<file path="config.mk">
export PLATFORM = sky130hd
export DESIGN_NAME = maxpool_row_pair_flat
export DESIGN_NICKNAME = d
export VERILOG_FILES = /design/src/rtl/maxpool_row_pair_if.sv /design/src/rtl/maxpool_row_pair.sv /design/src/flat_wrapper.sv
export SDC_FILE = /design/constraint.sdc
export NUM_CORES = 1
export LEC_CHECK = 0
export ABC_AREA = 1
export CAP_MARGIN = 15
export CELL_PAD_IN_SITES_DETAIL_PLACEMENT = 0
export CELL_PAD_IN_SITES_GLOBAL_PLACEMENT = 2
export CORE_MARGIN = 4
export CORE_UTILIZATION = 31
export DETAILED_ROUTE_END_ITERATION = 7
export GPL_ROUTABILITY_DRIVEN = 1
export PLACE_DENSITY_LB_ADDON = 0.1
export SETUP_SLACK_MARGIN = 0.2
export SLEW_MARGIN = 5
export SYNTH_ARGS = -nofsm -noshare
export SYNTH_HDL_FRONTEND = slang
export SYNTH_SLANG_ARGS = --single-unit
export TNS_END_PERCENT = 100
</file>
<file path="constraint.sdc">
create_clock -name clk -period 1.9 [get_ports clk]
set_clock_uncertainty 0.15 [all_clocks]
set_input_delay 0.285 -clock clk [delete_from_list [all_inputs] [get_ports clk]]
set_output_delay 0.285 -clock clk [all_outputs]
set_load 0.01 [all_outputs]
</file>
<file path="src/rtl/maxpool_row_pair_if.sv">
// Column-pair stream in, pooled write strobe out.
// The slave modport is the pooling stage; master is its environment
// (upstream ReLU driver plus downstream memory writer).
interface maxpool_row_pair_if #(
  parameter int BIT_DEPTH       = 8,
  parameter int DEST_ADDR_WIDTH = 10
);
  logic                       in_valid;
  logic                       in_ready;
  logic [BIT_DEPTH-1:0]       in_data1;
  logic [BIT_DEPTH-1:0]       in_data2;
  logic                       wr_en;
  logic [DEST_ADDR_WIDTH-1:0] out_addr;
  logic [BIT_DEPTH-1:0]       out_data;

  modport master (
    output in_valid, in_data1, in_data2,
    input  in_ready, wr_en, out_addr, out_data
  );

  modport slave (
    input  in_valid, in_data1, in_data2,
    output in_ready, wr_en, out_addr, out_data
  );
endinterface

</file>
<file path="src/rtl/maxpool_row_pair.sv">
// Streaming 2x2 max-pool over a row pair: vertical max per column, then
// horizontal max over adjacent columns with stride 1 or 2. Each pooled
// value is written to base_addr + output index, one cycle after its beat.
module maxpool_row_pair #(
  parameter int BIT_DEPTH       = 8,
  parameter int DEST_ADDR_WIDTH = 10,
  parameter int COL_CNT_WIDTH   = 6
) (
  input  logic                       clk,
  input  logic                       rst,
  input  logic                       start,
  input  logic [1:0]                 stride,
  input  logic [COL_CNT_WIDTH-1:0]   row_len,
  input  logic [DEST_ADDR_WIDTH-1:0] base_addr,
  output logic                       busy,
  output logic                       done,
  maxpool_row_pair_if.slave          bus
);

  typedef enum logic [1:0] {IDLE, ACCEPT, DONE} state_t;

  state_t                     state, state_n;
  logic [1:0]                 stride_q;
  logic [COL_CNT_WIDTH-1:0]   row_len_q;
  logic [DEST_ADDR_WIDTH-1:0] base_q;
  logic [COL_CNT_WIDTH-1:0]   col_cnt;
  logic [COL_CNT_WIDTH-1:0]   out_idx;
  logic [BIT_DEPTH-1:0]       prev;
  logic                       wr_en_q;
  logic [DEST_ADDR_WIDTH-1:0] out_addr_q;
  logic [BIT_DEPTH-1:0]       out_data_q;

  logic                       in_ready_c;
  logic                       cfg_ok;
  logic                       launch;
  logic                       beat;
  logic                       last_col;
  logic                       emit;
  logic [BIT_DEPTH-1:0]       vmax;
  logic [BIT_DEPTH-1:0]       pooled;

  assign cfg_ok   = ((stride == 2'd1) || (stride == 2'd2)) && (row_len >= COL_CNT_WIDTH'(2));
  assign beat     = bus.in_valid && in_ready_c;
  assign last_col = (col_cnt == row_len_q - COL_CNT_WIDTH'(1));
  assign vmax     = (bus.in_data1 >= bus.in_data2) ? bus.in_data1 : bus.in_data2;
  assign pooled   = (prev >= vmax) ? prev : vmax;
  // Stride 2 only pools the non-overlapping pairs (cols 0/1, 2/3, ...).
  assign emit     = beat && (col_cnt != '0) && ((stride_q == 2'd1) || col_cnt[0]);

  assign bus.in_ready = in_ready_c;
  assign bus.wr_en    = wr_en_q;
  assign bus.out_addr = out_addr_q;
  assign bus.out_data = out_data_q;

  // State register
  always_ff @(posedge clk or negedge rst) begin
    if (!rst) state <= IDLE;
    else      state <= state_n;
  end

  // Next-state decode and state-derived status outputs
  always_comb begin
    state_n    = state;
    in_ready_c = 1'b0;
    busy       = 1'b0;
    done       = 1'b0;
    launch     = 1'b0;
    case (state)
      IDLE: begin
        if (start && cfg_ok) begin
          launch  = 1'b1;
          state_n = ACCEPT;
        end
      end
      ACCEPT: begin
        in_ready_c = 1'b1;
        busy       = 1'b1;
        if (bus.in_valid && last_col) state_n = DONE;
      end
      DONE: begin
        busy    = 1'b1;
        done    = 1'b1;
        state_n = IDLE;
      end
      default: state_n = IDLE;
    endcase
  end

  // Configuration latch, column tracking and registered write port
  always_ff @(posedge clk or negedge rst) begin
    if (!rst) begin
      stride_q   <= '0;
      row_len_q  <= '0;
      base_q     <= '0;
      col_cnt    <= '0;
      out_idx    <= '0;
      prev       <= '0;
      wr_en_q    <= 1'b0;
      out_addr_q <= '0;
      out_data_q <= '0;
    end else begin
      wr_en_q <= emit;
      if (launch) begin
        stride_q  <= stride;
        row_len_q <= row_len;
        base_q    <= base_addr;
        col_cnt   <= '0;
        out_idx   <= '0;
      end
      if (beat) begin
        prev    <= vmax;
        col_cnt <= col_cnt + COL_CNT_WIDTH'(1);
      end
      if (emit) begin
        out_data_q <= pooled;
        out_addr_q <= base_q + DEST_ADDR_WIDTH'(out_idx);
        out_idx    <= out_idx + COL_CNT_WIDTH'(1);
      end
    end
  end

endmodule

</file>
<file path="src/flat_wrapper.sv">
// flat-port wrapper written by rule: the top's interface ports become plain ports
module maxpool_row_pair_flat 
#(
  parameter int BIT_DEPTH       = 8,
  parameter int DEST_ADDR_WIDTH = 10,
  parameter int COL_CNT_WIDTH   = 6
)
  (clk, rst, start, stride, row_len, base_addr, busy, done, bus_in_valid, bus_in_data1, bus_in_data2, bus_in_ready, bus_wr_en, bus_out_addr, bus_out_data);
  maxpool_row_pair_if #(.BIT_DEPTH(BIT_DEPTH), .DEST_ADDR_WIDTH(DEST_ADDR_WIDTH)) bus_i ();
  input  logic clk;
  input  logic rst;
  input  logic start;
  input  logic [1:0] stride;
  input  logic [COL_CNT_WIDTH-1:0] row_len;
  input  logic [DEST_ADDR_WIDTH-1:0] base_addr;
  output logic busy;
  output logic done;
  input wire logic [$bits(bus_i.in_valid)-1:0] bus_in_valid;
  input wire logic [$bits(bus_i.in_data1)-1:0] bus_in_data1;
  input wire logic [$bits(bus_i.in_data2)-1:0] bus_in_data2;
  output wire logic [$bits(bus_i.in_ready)-1:0] bus_in_ready;
  output wire logic [$bits(bus_i.wr_en)-1:0] bus_wr_en;
  output wire logic [$bits(bus_i.out_addr)-1:0] bus_out_addr;
  output wire logic [$bits(bus_i.out_data)-1:0] bus_out_data;
  assign bus_i.in_valid = bus_in_valid;
  assign bus_i.in_data1 = bus_in_data1;
  assign bus_i.in_data2 = bus_in_data2;
  assign bus_in_ready = bus_i.in_ready;
  assign bus_wr_en = bus_i.wr_en;
  assign bus_out_addr = bus_i.out_addr;
  assign bus_out_data = bus_i.out_data;
  maxpool_row_pair #(.BIT_DEPTH(BIT_DEPTH), .DEST_ADDR_WIDTH(DEST_ADDR_WIDTH), .COL_CNT_WIDTH(COL_CNT_WIDTH)) u_core (.clk(clk), .rst(rst), .start(start), .stride(stride), .row_len(row_len), .base_addr(base_addr), .busy(busy), .done(done), .bus(bus_i));
endmodule
</file>
==> Word level (Yosys, flattened, before mapping) <==
Cells that the tools add are included.
{ "totals": {"elab_cells": 52, "out_inout_bits": 22, "ff_bits": 59, "in_bits": 38} }
{ "op_classes": {"n_eq_ne": 8, "n_reduce_logical": 14, "magnitude_cmp": 3, "muxes": 13, "addsub": 4} }
{ "ops": {"columns": ["cell", "count"], "rows": [
  ["two-way mux 6 bit", 3],
  ["greater-or-equal comparator 8 bit", 2],
  ["two-way mux 8 bit", 2],
  ["adder 6 x 1 -> 6 bit, second input constant", 2],
  ["adder 10 x 6 -> 10 bit", 1],
  ["equality test 2 x 1 -> 1 bit, second input constant", 3],
  ["equality test 6 bit", 1],
  ["greater-or-equal comparator 6 x 2 -> 1 bit, second input constant", 1],
  ["logical AND 1 bit", 6],
  ["nonzero test 6 bit", 1],
  ["subtractor 6 x 1 -> 6 bit, second input constant", 1],
  ["two-way mux 1 bit", 5],
  ["equality test 2 bit, second input constant", 2],
  ["two-way mux 2 bit", 2],
  ["inequality test 2 x 1 -> 1 bit, second input constant", 2],
  ["one-hot mux 2 bit (2 select lines)", 1],
  ["nonzero test 2 bit", 2],
  ["logical NOT 2 bit", 1],
  ["logical OR 1 bit", 2],
  ["AND reduction 2 bit", 1],
  ["OR reduction 2 bit", 1]
]} }

==> Depth between registers and ports, before layout <==
{ "logic_depth": {"word_depth": 8, "mapped_depth": 25, "depth_no_buf": 24} }

==> Least setup slack after synthesis <==
Ideal clock, no wire load.
{ "synth_timing": {"path_type": "input -> register", "from": "input port bus_in_data2[7]", "to": "register u_core.out_data_q[1] (netlist: u_core.bus.out_data[1])", "setup_ps": 116, "arrival_ps": 2496, "path_stages": 17, "setup_slack_ps": -863, "path_buffers": 1, "required_ps": 1634, "path_cell_list": "inv_1 > ha_1 > a21o_1 > nor2_4 > nand3_4 > buf_6 > nand2_2 > o21ai_2 > ha_1 > a21oi_1 > nor2_1 > nor2_1 > nand3_2 > inv_1 > nand3_1 > nand2_1 > nand2_1"} }
{ "synth_via": {"elab_chain_cells": 4} }
{ "synth_lines": {"columns": ["element", "line", "text"], "rows": [
  ["start: declaration", "flat_wrapper.sv:20", "input wire logic [$bits(bus_i.in_data2)-1:0] bus_in_data2;"],
  ["greater-or-equal comparator 8 bit", "maxpool_row_pair.sv:45", "assign vmax = (bus.in_data1 >= bus.in_data2) ? bus.in_data1 : bus.in_data2;"],
  ["two-way mux 8 bit (*)", "maxpool_row_pair.sv:45", null],
  ["greater-or-equal comparator 8 bit", "maxpool_row_pair.sv:46", "assign pooled = (prev >= vmax) ? prev : vmax;"],
  ["two-way mux 8 bit (*)", "maxpool_row_pair.sv:46", null],
  ["end signal: assignment", "maxpool_row_pair.sv:115", "out_data_q <= pooled;"],
  ["end: declaration", "maxpool_row_pair.sv:31", "logic [BIT_DEPTH-1:0] out_data_q;"]
]} }
Mark *: on every way between the ends. The rest lies on a longest branch, timed or not.
A chain may end at the register's enable or synchronous reset.

==> Worst setup path after layout <==
{ "layout_timing": {"from": "input port bus_in_data1[3]", "to": "register u_core.out_data_q[4] (netlist: u_core.bus.out_data[4])"} }
{ "layout_via": {"elab_chain_cells": 4} }
{ "layout_lines": {"columns": ["element", "line", "text"], "rows": [
  ["start: declaration", "flat_wrapper.sv:19", "input wire logic [$bits(bus_i.in_data1)-1:0] bus_in_data1;"],
  ["greater-or-equal comparator 8 bit", "maxpool_row_pair.sv:45", null],
  ["two-way mux 8 bit (*)", "maxpool_row_pair.sv:45", null],
  ["greater-or-equal comparator 8 bit", "maxpool_row_pair.sv:46", null],
  ["two-way mux 8 bit (*)", "maxpool_row_pair.sv:46", null]
]} }
Marks and branches as above.

==> results.json <==
{
  "status": "finished, violations left",
  "failed_checks": "negative setup slack",
  "worstSetupPathType": "in -> reg",
  "design_area_mm2": 0.00623,
  "via_per_inst": 4.65,
  "drc_errors": 0,
  "avgSynthCellArea_um2": 7.69,
  "grt_remaining_overflow": 0,
  "port_buffers": 59,
  "start_kind": "primary input",
  "fin_tns_setup_ns": -3.79,
  "fin_crit_sh": 1.25,
  "wirelength_um": 10700,
  "cts_tree": "built",
  "cpPeakStageDelay_ns": 0.25,
  "mostFrequentLayoutCells": "133 x nand2_1, 62 x buf_4, 57 x dfrtp_1",
  "synthToLayoutAreaGrowth_pct": 63.9,
  "wl_per_cell_um": 13.6,
  "dieArea_mm2": 0.0141,
  "worst-path-max-fanout": 8,
  "rsz0062_at_grt": "yes",
  "path_clk_slew_ns": 0.05,
  "worstPathRequired_ns": 1.97,
  "final.setup.worst_slack_ns": -0.483,
  "rows": 40,
  "cts.sinks": 59,
  "start_util": 0.316,
  "clock-root-buffer": "clkbuf_16",
  "hpwl_um": 7750,
  "top_level_ports": 60,
  "worst_pin_slew_ns": 0.406,
  "clkLatencyLatePin_ns": 0.33,
  "crit_family": "simple AND/OR/NAND/NOR gates",
  "first_pass_iters": 4,
  "nNetsFinal": 702,
  "syn_area_mm2": 0.00380,
  "multi_input_area_mm2": 0.00270,
  "grt_pass1_wl_um": 17400,
  "dp_slack_ns": -1.28,
  "yosysUniqueCellTypes": 33,
  "detail_route.iter0.violations": 192,
  "synth.net_count": 562,
  "drive_gt1_frac": 0.401,
  "hp-start": "bus_in_data1[3]",
  "maxCapViolCount": 0,
  "end_kind": "flip-flop",
  "slew_headroom": 0.728,
  "critPathSlowestCell": "ha_4",
  "fmax_ghz": 0.420,
  "cts_buffers": 9,
  "drv_slew": 0,
  "ys_seq_area_frac": 0.389,
  "synthesis.instances": 494,
  "r2r-start": "u_core.out_idx[0]",
  "leakagePower_nw": 3.12,
  "dieHeight_um": 119,
  "grtUsageTotal": 0.154,
  "core_area_mm2": 0.0120,
  "antenna_found_initial": 0,
  "period_minus_slack_ns": 2.38,
  "crit_start": "bus_in_data1[3]",
  "layout.cells.most_common": "nand2_1",
  "seqCellArea_mm2": 0.00148,
  "ys_ff_latch": 59,
  "die_width_um": 119,
  "grt_start_max_net_pins": 60,
  "placed_cell_area_mm2": 0.00508,
  "antenna_cells": 0,
  "cts_buffer_depth": 2,
  "grt_pass1_vias": 3600,
  "hold_violations": 0,
  "routed-via-count": 3654,
  "n_fill_cell": 1170,
  "synth-warning-count": 0,
  "htree_num_levels": 3,
  "holdCritPathClass": "in -> reg",
  "total_power_mw": 7.59,
  "cp_num_buf_inv": 3,
  "vdd_drop_max_mv": 0.634,
  "ant_nets": 0,
  "setup_viol_count_final": 10,
  "arrival_ns": 2.45,
  "gp_congestion": 0.837,
  "cp_cell_sequence": "buf_8 -> ha_4 -> a21oi_4 -> nand2_2 -> nand2_4 -> nand3_4 -> buf_16 -> o21ai_4 -> ha_4 -> a21oi_2 -> nor2_2 -> nor2_4 -> nand3_4 -> inv_8 -> nand3_2 -> nand2_2 -> nand2_1",
  "power_density_mw_per_mm2": 1220
}
==> worst paths after layout <==
check                                          to  slack [ns]  depth (start not counted)
max                        u_core.bus.out_data[4]       -0.48                         17
min                        u_core.bus.out_data[3]        0.23                          6
max reg2reg                u_core.bus.out_addr[8]       -0.02                          9
min reg2reg                u_core.bus.out_addr[3]        0.33                          2
max in group asynchronous       u_core.out_idx[2]        0.97                          3
min in group asynchronous     u_core.row_len_q[2]        0.34                          3
==> worst register-to-register path, delay by kind of cell (launching register included) <==
kind | cells | cell delay [ns]
adder cells (fa/ha/maj) | 2 | 0.60
flip-flops | 1 | 0.38
AO/OA/AOI/OAI | 1 | 0.20
AND/OR/NAND/NOR | 4 | 0.33
buffers and inverters | 2 | 0.14
==> synthesized netlist by cell type <==
| library cell | n | share of area |
|---|---|---|
| o21a_1 | 1 | 0.0020 |
| clkbuf_1 | 1 | 0.00099 |
| xnor2_1 | 5 | 0.012 |
| xor2_1 | 8 | 0.018 |
| fa_1 | 1 | 0.0053 |
| o21ai_2 | 15 | 0.035 |
| a21oi_1 | 21 | 0.028 |
| nand3_1 | 26 | 0.034 |
| a21oi_2 | 1 | 0.0023 |
| nor2_4 | 1 | 0.0030 |
| buf_4 | 2 | 0.0040 |
| o21ai_1 | 3 | 0.0040 |
| a31oi_1 | 1 | 0.0016 |
| buf_6 | 2 | 0.0059 |
| o211ai_1 | 1 | 0.0020 |
| dfrtp_1 | 59 | 0.39 |
| nor3_1 | 2 | 0.0026 |
| nand2_1 | 158 | 0.16 |
| inv_1 | 66 | 0.065 |
| o22ai_1 | 5 | 0.0082 |
| o32ai_1 | 1 | 0.0023 |
| nand2_4 | 3 | 0.0089 |
| a21o_1 | 2 | 0.0040 |
| inv_2 | 2 | 0.0020 |
| nor2_2 | 1 | 0.0016 |
| nand2_2 | 8 | 0.013 |
| nand3_2 | 3 | 0.0079 |
| o21ai_0 | 22 | 0.029 |
| ha_1 | 29 | 0.096 |
| buf_2 | 7 | 0.0092 |
| nand4_1 | 12 | 0.020 |
| nand3_4 | 1 | 0.0046 |
| nor2_1 | 24 | 0.024 |
==> report_power, final <==
group / switching [mW] / internal, mW
Sequential: 0.433 / 1.75
Combinational: 1.89 / 1.84
Clock: 0.596 / 1.08
==> what timing repair did <==
item                                    CTS  global route
gates resized for setup                 128           100
setup buffers                             8            21
pin swaps                                43            65
gates cloned                              2             0
hold buffers                              1             0
endpoints found under the setup margin   42            52
endpoints found under the hold margin    59             0
==> area by class of cell <==
cell class,instances,area share
Timing Repair Buffer,140,0.207
Sequential cell,59,0.238
Tap cell,147,0.0295
Multi-Input combinational cell,356,0.433
Inverter,68,0.0442
Clock buffer,12,0.0412
Clock inverter,4,0.00784
==> per-stage QoR <==
step,util,hold WS (ns),cells
floorplan,-,-0.161,494
global placement,0.423,0.171,738
detailed placement,0.423,0.170,738
CTS,0.471,0.248,765
global route,0.518,0.268,786
finish,0.518,0.229,786
==> cells by family after synthesis <==
logic type      after synthesis  synth area share
fa+ha+maj                    30             0.101
buf+inv                      80            0.0873
simple gates                239             0.276
flops                        59             0.389
xor+xnor                     13            0.0300
compound gates               73             0.118
==> state kept, by name, summed over array words and instances (netlist names) <==
register,count
u_core.stride_q,2
u_core.out_idx,6
u_core.row_len_q,6
u_core.state,2
u_core.bus.wr_en,1
u_core.base_q,10
u_core.prev,8
u_core.bus.out_addr,10
u_core.col_cnt,6
u_core.bus.out_data,8
==> routing by layer <==
layer  track usage  part of all wire  vias up
li1              -                 -     1878
met1         0.201              0.48     1700
met2         0.246              0.47       63
met3        0.0445             0.037       13
met4        0.0463             0.016        0
met5             0                 0        -
No activity file was read; power rests on OpenSTA's default activity.
